**src/rtl/mult_pkg.sv**
```systemverilog
// Shared types and defaults for the add-shift signed multiplier sequencer.
package mult_pkg;

  localparam int MULT_WIDTH_DEF = 8;

  typedef enum logic [2:0] {
    IDLE    = 3'd0,
    CLEAR   = 3'd1,
    ADD     = 3'd2,
    SHIFT   = 3'd3,
    HOLD    = 3'd4,
    LDB     = 3'd5,
    WAITREL = 3'd6
  } mult_state_t;

endpackage

```
**src/rtl/btn_sync.sv**
```systemverilog
// Two-flop synchronizer for an asynchronous push-button level.
module btn_sync #(
  parameter logic RST_VAL = 1'b1
) (
  input  logic clk,
  input  logic rst_n,
  input  logic din,
  output logic dout
);

  logic meta_r;
  logic sync_r;

  // Two-stage capture of the raw button level.
  always_ff @(posedge clk or negedge rst_n) begin
    if (!rst_n) begin
      meta_r <= RST_VAL;
      sync_r <= RST_VAL;
    end else begin
      meta_r <= din;
      sync_r <= meta_r;
    end
  end

  assign dout = sync_r;

endmodule

```
**src/rtl/mult_seq_ctrl.sv**
```systemverilog
// Sequencer for the 8-bit add-shift signed multiplier datapath.
// Optional MULT_BTN_SYNC_EN routes Run/CALB through 2-flop synchronizers.
module mult_seq_ctrl
  import mult_pkg::*;
#(
  parameter int WIDTH = MULT_WIDTH_DEF,
  parameter int CNT_W = $clog2(WIDTH + 1)
) (
  input  logic             Clk,
  input  logic             Reset,
  input  logic             Run,
  input  logic             CALB,
  input  logic             M,
  output logic             LoadA,
  output logic             LoadB,
  output logic             ClrAX,
  output logic             Add,
  output logic             Sub,
  output logic             Shift_En,
  output logic             Busy,
  output logic             Done,
  output logic [CNT_W-1:0] Iter
);

  localparam logic [CNT_W-1:0] ITER_MAX  = CNT_W'(WIDTH);
  localparam logic [CNT_W-1:0] ITER_LAST = CNT_W'(WIDTH - 1);

  mult_state_t      state_r;
  mult_state_t      state_s;
  logic [CNT_W-1:0] iter_r;
  logic [CNT_W-1:0] iter_s;
  logic             run_s;
  logic             calb_s;

`ifdef MULT_BTN_SYNC_EN
  btn_sync #(.RST_VAL(1'b1)) u_run_sync (
    .clk   (Clk),
    .rst_n (Reset),
    .din   (Run),
    .dout  (run_s)
  );

  btn_sync #(.RST_VAL(1'b1)) u_calb_sync (
    .clk   (Clk),
    .rst_n (Reset),
    .din   (CALB),
    .dout  (calb_s)
  );
`else
  assign run_s  = Run;
  assign calb_s = CALB;
`endif

  // State and iteration counter registers.
  always_ff @(posedge Clk or negedge Reset) begin
    if (!Reset) begin
      state_r <= IDLE;
      iter_r  <= '0;
    end else begin
      state_r <= state_s;
      iter_r  <= iter_s;
    end
  end

  // Next-state and counter update; Run wins over CALB when both are pressed.
  always_comb begin
    state_s = state_r;
    iter_s  = iter_r;
    case (state_r)
      IDLE: begin
        if (!run_s) begin
          state_s = CLEAR;
        end else if (!calb_s) begin
          state_s = LDB;
        end else begin
          state_s = IDLE;
        end
      end
      LDB:     state_s = WAITREL;
      WAITREL: begin
        if (calb_s) begin
          state_s = IDLE;
        end else begin
          state_s = WAITREL;
        end
      end
      CLEAR: begin
        iter_s  = '0;
        state_s = ADD;
      end
      ADD:     state_s = SHIFT;
      SHIFT: begin
        // Counter saturates so a corrupted state can never wrap it.
        if (iter_r == ITER_MAX) begin
          iter_s = iter_r;
        end else begin
          iter_s = iter_r + CNT_W'(1);
        end
        if (iter_r >= ITER_LAST) begin
          state_s = HOLD;
        end else begin
          state_s = ADD;
        end
      end
      HOLD: begin
        if (run_s) begin
          state_s = IDLE;
        end else begin
          state_s = HOLD;
        end
      end
      default: begin
        state_s = IDLE;
        iter_s  = '0;
      end
    endcase
  end

  // Moore decode of the state register; only the ADD strobes look at M.
  always_comb begin
    LoadA    = 1'b0;
    LoadB    = 1'b0;
    ClrAX    = 1'b0;
    Add      = 1'b0;
    Sub      = 1'b0;
    Shift_En = 1'b0;
    Busy     = 1'b0;
    Done     = 1'b0;
    case (state_r)
      IDLE, WAITREL: begin
        Busy = 1'b0;
      end
      LDB: begin
        LoadB = 1'b1;
        ClrAX = 1'b1;
      end
      CLEAR: begin
        ClrAX = 1'b1;
        Busy  = 1'b1;
      end
      ADD: begin
        Busy  = 1'b1;
        LoadA = M;
        if (iter_r == ITER_LAST) begin
          Sub = M;
        end else begin
          Add = M;
        end
      end
      SHIFT: begin
        Shift_En = 1'b1;
        Busy     = 1'b1;
      end
      HOLD: begin
        Done = 1'b1;
      end
      default: begin
        Busy = 1'b0;
      end
    endcase
  end

  assign Iter = iter_r;

endmodule

```
**config.mk**
```make
export PLATFORM = sky130hd
export DESIGN_NAME = mult_seq_ctrl
export DESIGN_NICKNAME = d
export VERILOG_FILES = /design/src/rtl/mult_pkg.sv /design/src/rtl/btn_sync.sv /design/src/rtl/mult_seq_ctrl.sv
export SDC_FILE = /design/constraint.sdc
export NUM_CORES = 1
export LEC_CHECK = 0
export CORE_AREA = 4 4 41 43
export DETAILED_ROUTE_END_ITERATION = 10
export DIE_AREA = 0 0 45 47
export GPL_ROUTABILITY_DRIVEN = 1
export PLACE_DENSITY = 0.68
export SLEW_MARGIN = 30
export SYNTH_ARGS = -nofsm -noshare
export SYNTH_HDL_FRONTEND = slang
export SYNTH_HIERARCHICAL = 1
export SYNTH_SLANG_ARGS = --single-unit
export TNS_END_PERCENT = 100
```
**constraint.sdc**
```tcl
create_clock -name Clk -period 1.98 [get_ports Clk]
set_input_delay 0.594 -clock Clk [delete_from_list [all_inputs] [get_ports Clk]]
set_output_delay 0.594 -clock Clk [all_outputs]
set_load 0.02 [all_outputs]
```
=== Word level (Yosys, flattened, before mapping) ===
Cells that the tools add are included.

* Add/sub/neg operators: 1
* $mul: 0
* Divide/modulo/power cells: 0
* Order comparisons: 1
* Eq/ne operators: 9
* Shift operators: 0
* Muxes and demuxes: 18
* Bitwise gates (word level): 1
* Reductions and logical operators: 5

{| class="wikitable"
|+ Operators by type and width
! operator !! count
|-
| $pmux W3 S7 || 1
|-
| $mux W3 || 5
|-
| $mux W1 || 10
|-
| $eq A3 B3 Y1 const B || 3
|-
| $pmux W4 S2 || 1
|-
| $eq A3 B2 Y1 const B || 2
|-
| $reduce_or A5 Y1 || 1
|-
| $add A4 B1 Y4 const B || 1
|-
| $eq A4 B3 Y1 const B || 1
|-
| $eq A4 B4 Y1 const B || 1
|-
| $ge A4 B3 Y1 const B || 1
|-
| $mux W4 || 1
|-
| $eq A3 B1 Y1 const B || 1
|-
| $logic_not A3 Y1 || 1
|-
| $reduce_or A3 Y1 || 1
|-
| $ne A2 B2 Y1 const B || 1
|-
| $reduce_and A2 Y1 || 1
|-
| $reduce_or A2 Y1 || 1
|-
| $not A1 Y1 || 1
|}

* Register bits after elaboration: 7
* Latch bits: 0
* Memory bits (writable): 0
* ROM bits: 0
* Output and inout port bits: 12
* Logic and storage cells: 37
* Memories: 0

=== Logic depth before layout (Yosys ltp) ===
* Depth in word-level cells: 4
* Mapped depth: 5

=== Least setup slack after synthesis ===
No wires, ideal clock.

* Path type: reg-to-output
* Start point: register iter_r[1], in the netlist Iter[1]
* End point: output port Sub
* Arrival: 1.313 ns
* Data required time: 1.386 ns
* Slack: 0.073 ns
* Cell stages (with the launch flop): 4
* Buffers on the path: 0
* Cells stage by stage: dfrtp_1 -> ha_1 -> nand2_1 -> nor3_1

* Word-level cells in the longest chain between the ends: 3

{| class="wikitable"
|+ RTL lines
! what !! RTL line !! source
|-
| start, declared || mult_seq_ctrl.sv:30 || <nowiki>logic [CNT_W-1:0] iter_r;</nowiki>
|-
| start signal, assigned || mult_seq_ctrl.sv:61 || <nowiki>iter_r <= iter_s;</nowiki>
|-
| $eq A4 B3 Y1 || mult_seq_ctrl.sv:144 || <nowiki>if (iter_r == ITER_LAST) begin</nowiki>
|-
| $mux W1 || mult_seq_ctrl.sv:144 ||
|-
| $mux W1 || mult_seq_ctrl.sv:129 || <nowiki>case (state_r)</nowiki>
|-
| end, declared || mult_seq_ctrl.sv:18 || <nowiki>output logic Sub,</nowiki>
|}

No other way between the ends.

=== Final worst setup path ===
* Start point: register iter_r[2], in the netlist Iter[2]
* End point: output port Iter[2]

{| class="wikitable"
|+ RTL lines
! what !! RTL line !! source
|-
| end, declared || mult_seq_ctrl.sv:22 || <nowiki>output logic [CNT_W-1:0] Iter</nowiki>
|}

No word-level cell between the ends.

==> key figures <==
Run status
  • Status: completed

Critical path
  • Worst R2R End: Iter[1]$_DFFE_PN0P_
  • R2R cell count: 6
  • CP Class: reg -> out
  • RR Startpoint: Iter[0]$_DFFE_PN0P_
  • R2R Setup Slk: 0.52 ns
  • Crit path DAT: 1.32 ns
  • Max Fanout on Critical Path: 6
  • Crit path required time: 1.39 ns
  • Worst Setup End Kind: output pin
  • Critical path launch point type: register

CTS
  • Reg clk slew, reported paths: 0.05 ns
  • Worst skew pair latency: 0.24 ns
  • H-tree Lvls: 1
  • Post-CTS Setup Bufs: 0
  • CTS Buffer Depth: 2
  • Hold buffers post-CTS: 0
  • CTS Buf Count: 3
  • Clk root buf: clkbuf_4
  • CTS tree: done
  • Clock sinks: 7

Routing
  • Final ANT Viol Nets: 0
  • Starting DRT DRC Count: 18
  • Vias per cell: 5.32
  • Routed length per instance: 12.4 µm
  • Vias after detailed routing: 527
  • Drc violations: 0
  • Detailed-router iteration count before antenna repair: 5
  • Routed WL: 1220 µm

Yosys
  • Syn_nets: 63
  • Dominant synthesized flop cell: dfrtp_1
  • XOR/XNOR Fraction of Synth Area: 0
  • Synth Area in Adders: 0.0508
  • Count of different cell masters after synthesis: 30
  • Post-synth ARST share: 1.00
  • Yosys warning total: 6
  • Post-synthesis cell count: 56
  • Register area share after synthesis: 0.355
  • Post-synthesis simple-gate area fraction: 0.294
  • Compound-Gate Fraction of Synth Area: 0.213
  • Largest family of logic cells by synthesized area: simple AND/OR/NAND/NOR gates
  • Mapped Area: 493 µm²
  • Flops & latches, synth: 7
  • Synthesized area per cell: 8.80 µm²
  • Number of synthesized flops with an enable pin: 0
  • Mux share of post-synthesis cell area: 0

STA
  • Worst Setup Slack, final: 0.0623 ns
  • RSZ-0062 raised after global routing: false
  • Final setup violation count: 0
  • Min Tclk post-route: 1.92 ns
  • Fmax: 521 MHz
  • Final worst-path cycle share: 0.969
  • Sum Neg Setup Slack: 0 ns
  • Slew Viols, Final: 0
  • Final Skew: 0.00167 ns
  • Relative slew slack: 0.784
  • Pin slew with the least headroom to its limit: 0.323 ns
  • Final hold viol count: 0

Power
  • Switching power: 0.494 mW
  • P_leak: 0.375 nW
  • VDD IR-drop max: 0.743 mV
  • Int Pwr: 0.655 mW
  • Combinational share of power: 0.679
  • Power per cell area: 1560 mW/mm²
  • Flop pwr share: 0.211
  • Total power: 1.15 mW
  • Switch share: 0.430
  • Clock Power Share: 0.110

Floorplan
  • Die Ht: 47 µm
  • Top Ports: 17
  • Die Wd: 45 µm
  • Core Area: 0.00130 mm²
  • Die Area: 0.00212 mm²
  • Initial Util: 0.379
  • Row count: 13

Finish
  • Area occupied by multi-input gates: 283 µm²
  • Area Overhead vs Synth: 49.0%
  • Fill count: 136
  • Commonest non-fill, non-tap cell in the layout: buf_4
  • Fraction of layout cells with a size suffix above 1: 0.286
  • Most frequent cells in the layout: buf_4 (12), dfrtp_1 (7), clkdlybuf4s50_1 (7)
  • # diodes: 0
  • Nets: 92
  • Reg area: 175 µm²

Job
  • Total of max-cap violations: 0

Global routing
  • Initial antenna violation count: 0
  • Remaining Overflow, GRT: 0
  • Total track usage: 0.139
  • Largest net degree at the start of global routing: 19
  • Vias in the first global route: 487
  • First-pass GRT wire length: 2110 µm

Placed design
  • # port buffers: 16
  • Gpl congestion: 0.753
  • Dpl ws: -0.578 ns
  • HPWL after detailed placement: 974 µm

Worst hold path
  • Hold WC Path Type: in -> async
## logic make-up (layout without fill, tap and decap cells)
logic type      Yosys count  count (layout)
flops                     7               7
fa+ha+maj                 2               2
compound gates           14              14
simple gates             25              25
buf+inv                   8              36
## synth_stat cells (all sizes together), types with 2 or more instances
master	instances	area, µm²
dfrtp	7	175
inv	5	18.8
nor2	5	18.8
buf	3	23.8
nand2	3	11.3
nand2b	3	18.8
o21ai	3	15.0
a211o	2	17.5
and3	2	12.5
ha	2	25.0
nand3	2	10.0
nand3b	2	15.0
nor3	2	10.0
nor4b	2	17.5
## worst max-delay path, cell delays in order, from the launching register on
cell and delay, ns:
dfrtp_1 0.34, buf_4 0.14, clkdlybuf4s50_1 0.60
## flip-flops by register name (all words and copies together), names as in the netlist
signal / cells
state_r: 3
Iter: 4
## power by group through the flow
stage | Clock (mW) | Combinational, mW | Sequential [mW]
floorplan | 0 | 0.412 | 0.297
global placement | 0 | 0.795 | 0.241
detailed placement | 0 | 0.816 | 0.241
CTS | 0.130 | 0.787 | 0.240
global route | 0.139 | 0.863 | 0.253
finish | 0.127 | 0.779 | 0.242
## layer usage
metal,GRT usage,vias to the layer above,part of all wire
li1,-,261,-
met1,0.155,244,0.41
met2,0.243,20,0.50
met3,0.0153,2,0.074
met4,0.105,0,0.018
met5,0,-,0
## how the worst max path moves through the flow
stage                               from        to  slack (ns)  cells past startpoint
floorplan            Iter[1]$_DFFE_PN0P_       Sub        0.07                      3
global placement                       M       Sub       -0.52                      4
detailed placement                     M       Sub       -0.58                      4
CTS                 state_r[1]$_DFF_PN0_  Shift_En       0.003                      4
global route        state_r[2]$_DFF_PN0_       Sub       0.006                      4
finish               Iter[2]$_DFFE_PN0P_   Iter[2]        0.06                      2
## cell type report
class                      instances  area share
multi-input combinational         41       0.385
timing repair buffer              27       0.290
inverter                           5      0.0256
clock buffer                       4      0.0358
tap                               15      0.0256
sequential                         7       0.239
## per-stage QoR
stage | cells | util | hold slack [ns] | area, µm²
floorplan | 56 | - | 0.298 | 493
global placement | 95 | 0.562 | 0.565 | 731
detailed placement | 95 | 0.562 | 0.580 | 731
CTS | 99 | 0.577 | 0.608 | 751
global route | 99 | 0.564 | 0.631 | 734
finish | 99 | 0.564 | 0.606 | 734
## timing repair
action                     CTS  global route
gates resized for setup     18            10
setup endpoints to repair    8             6
pin swaps                    1             0
(Power assumes the default switching activity.)
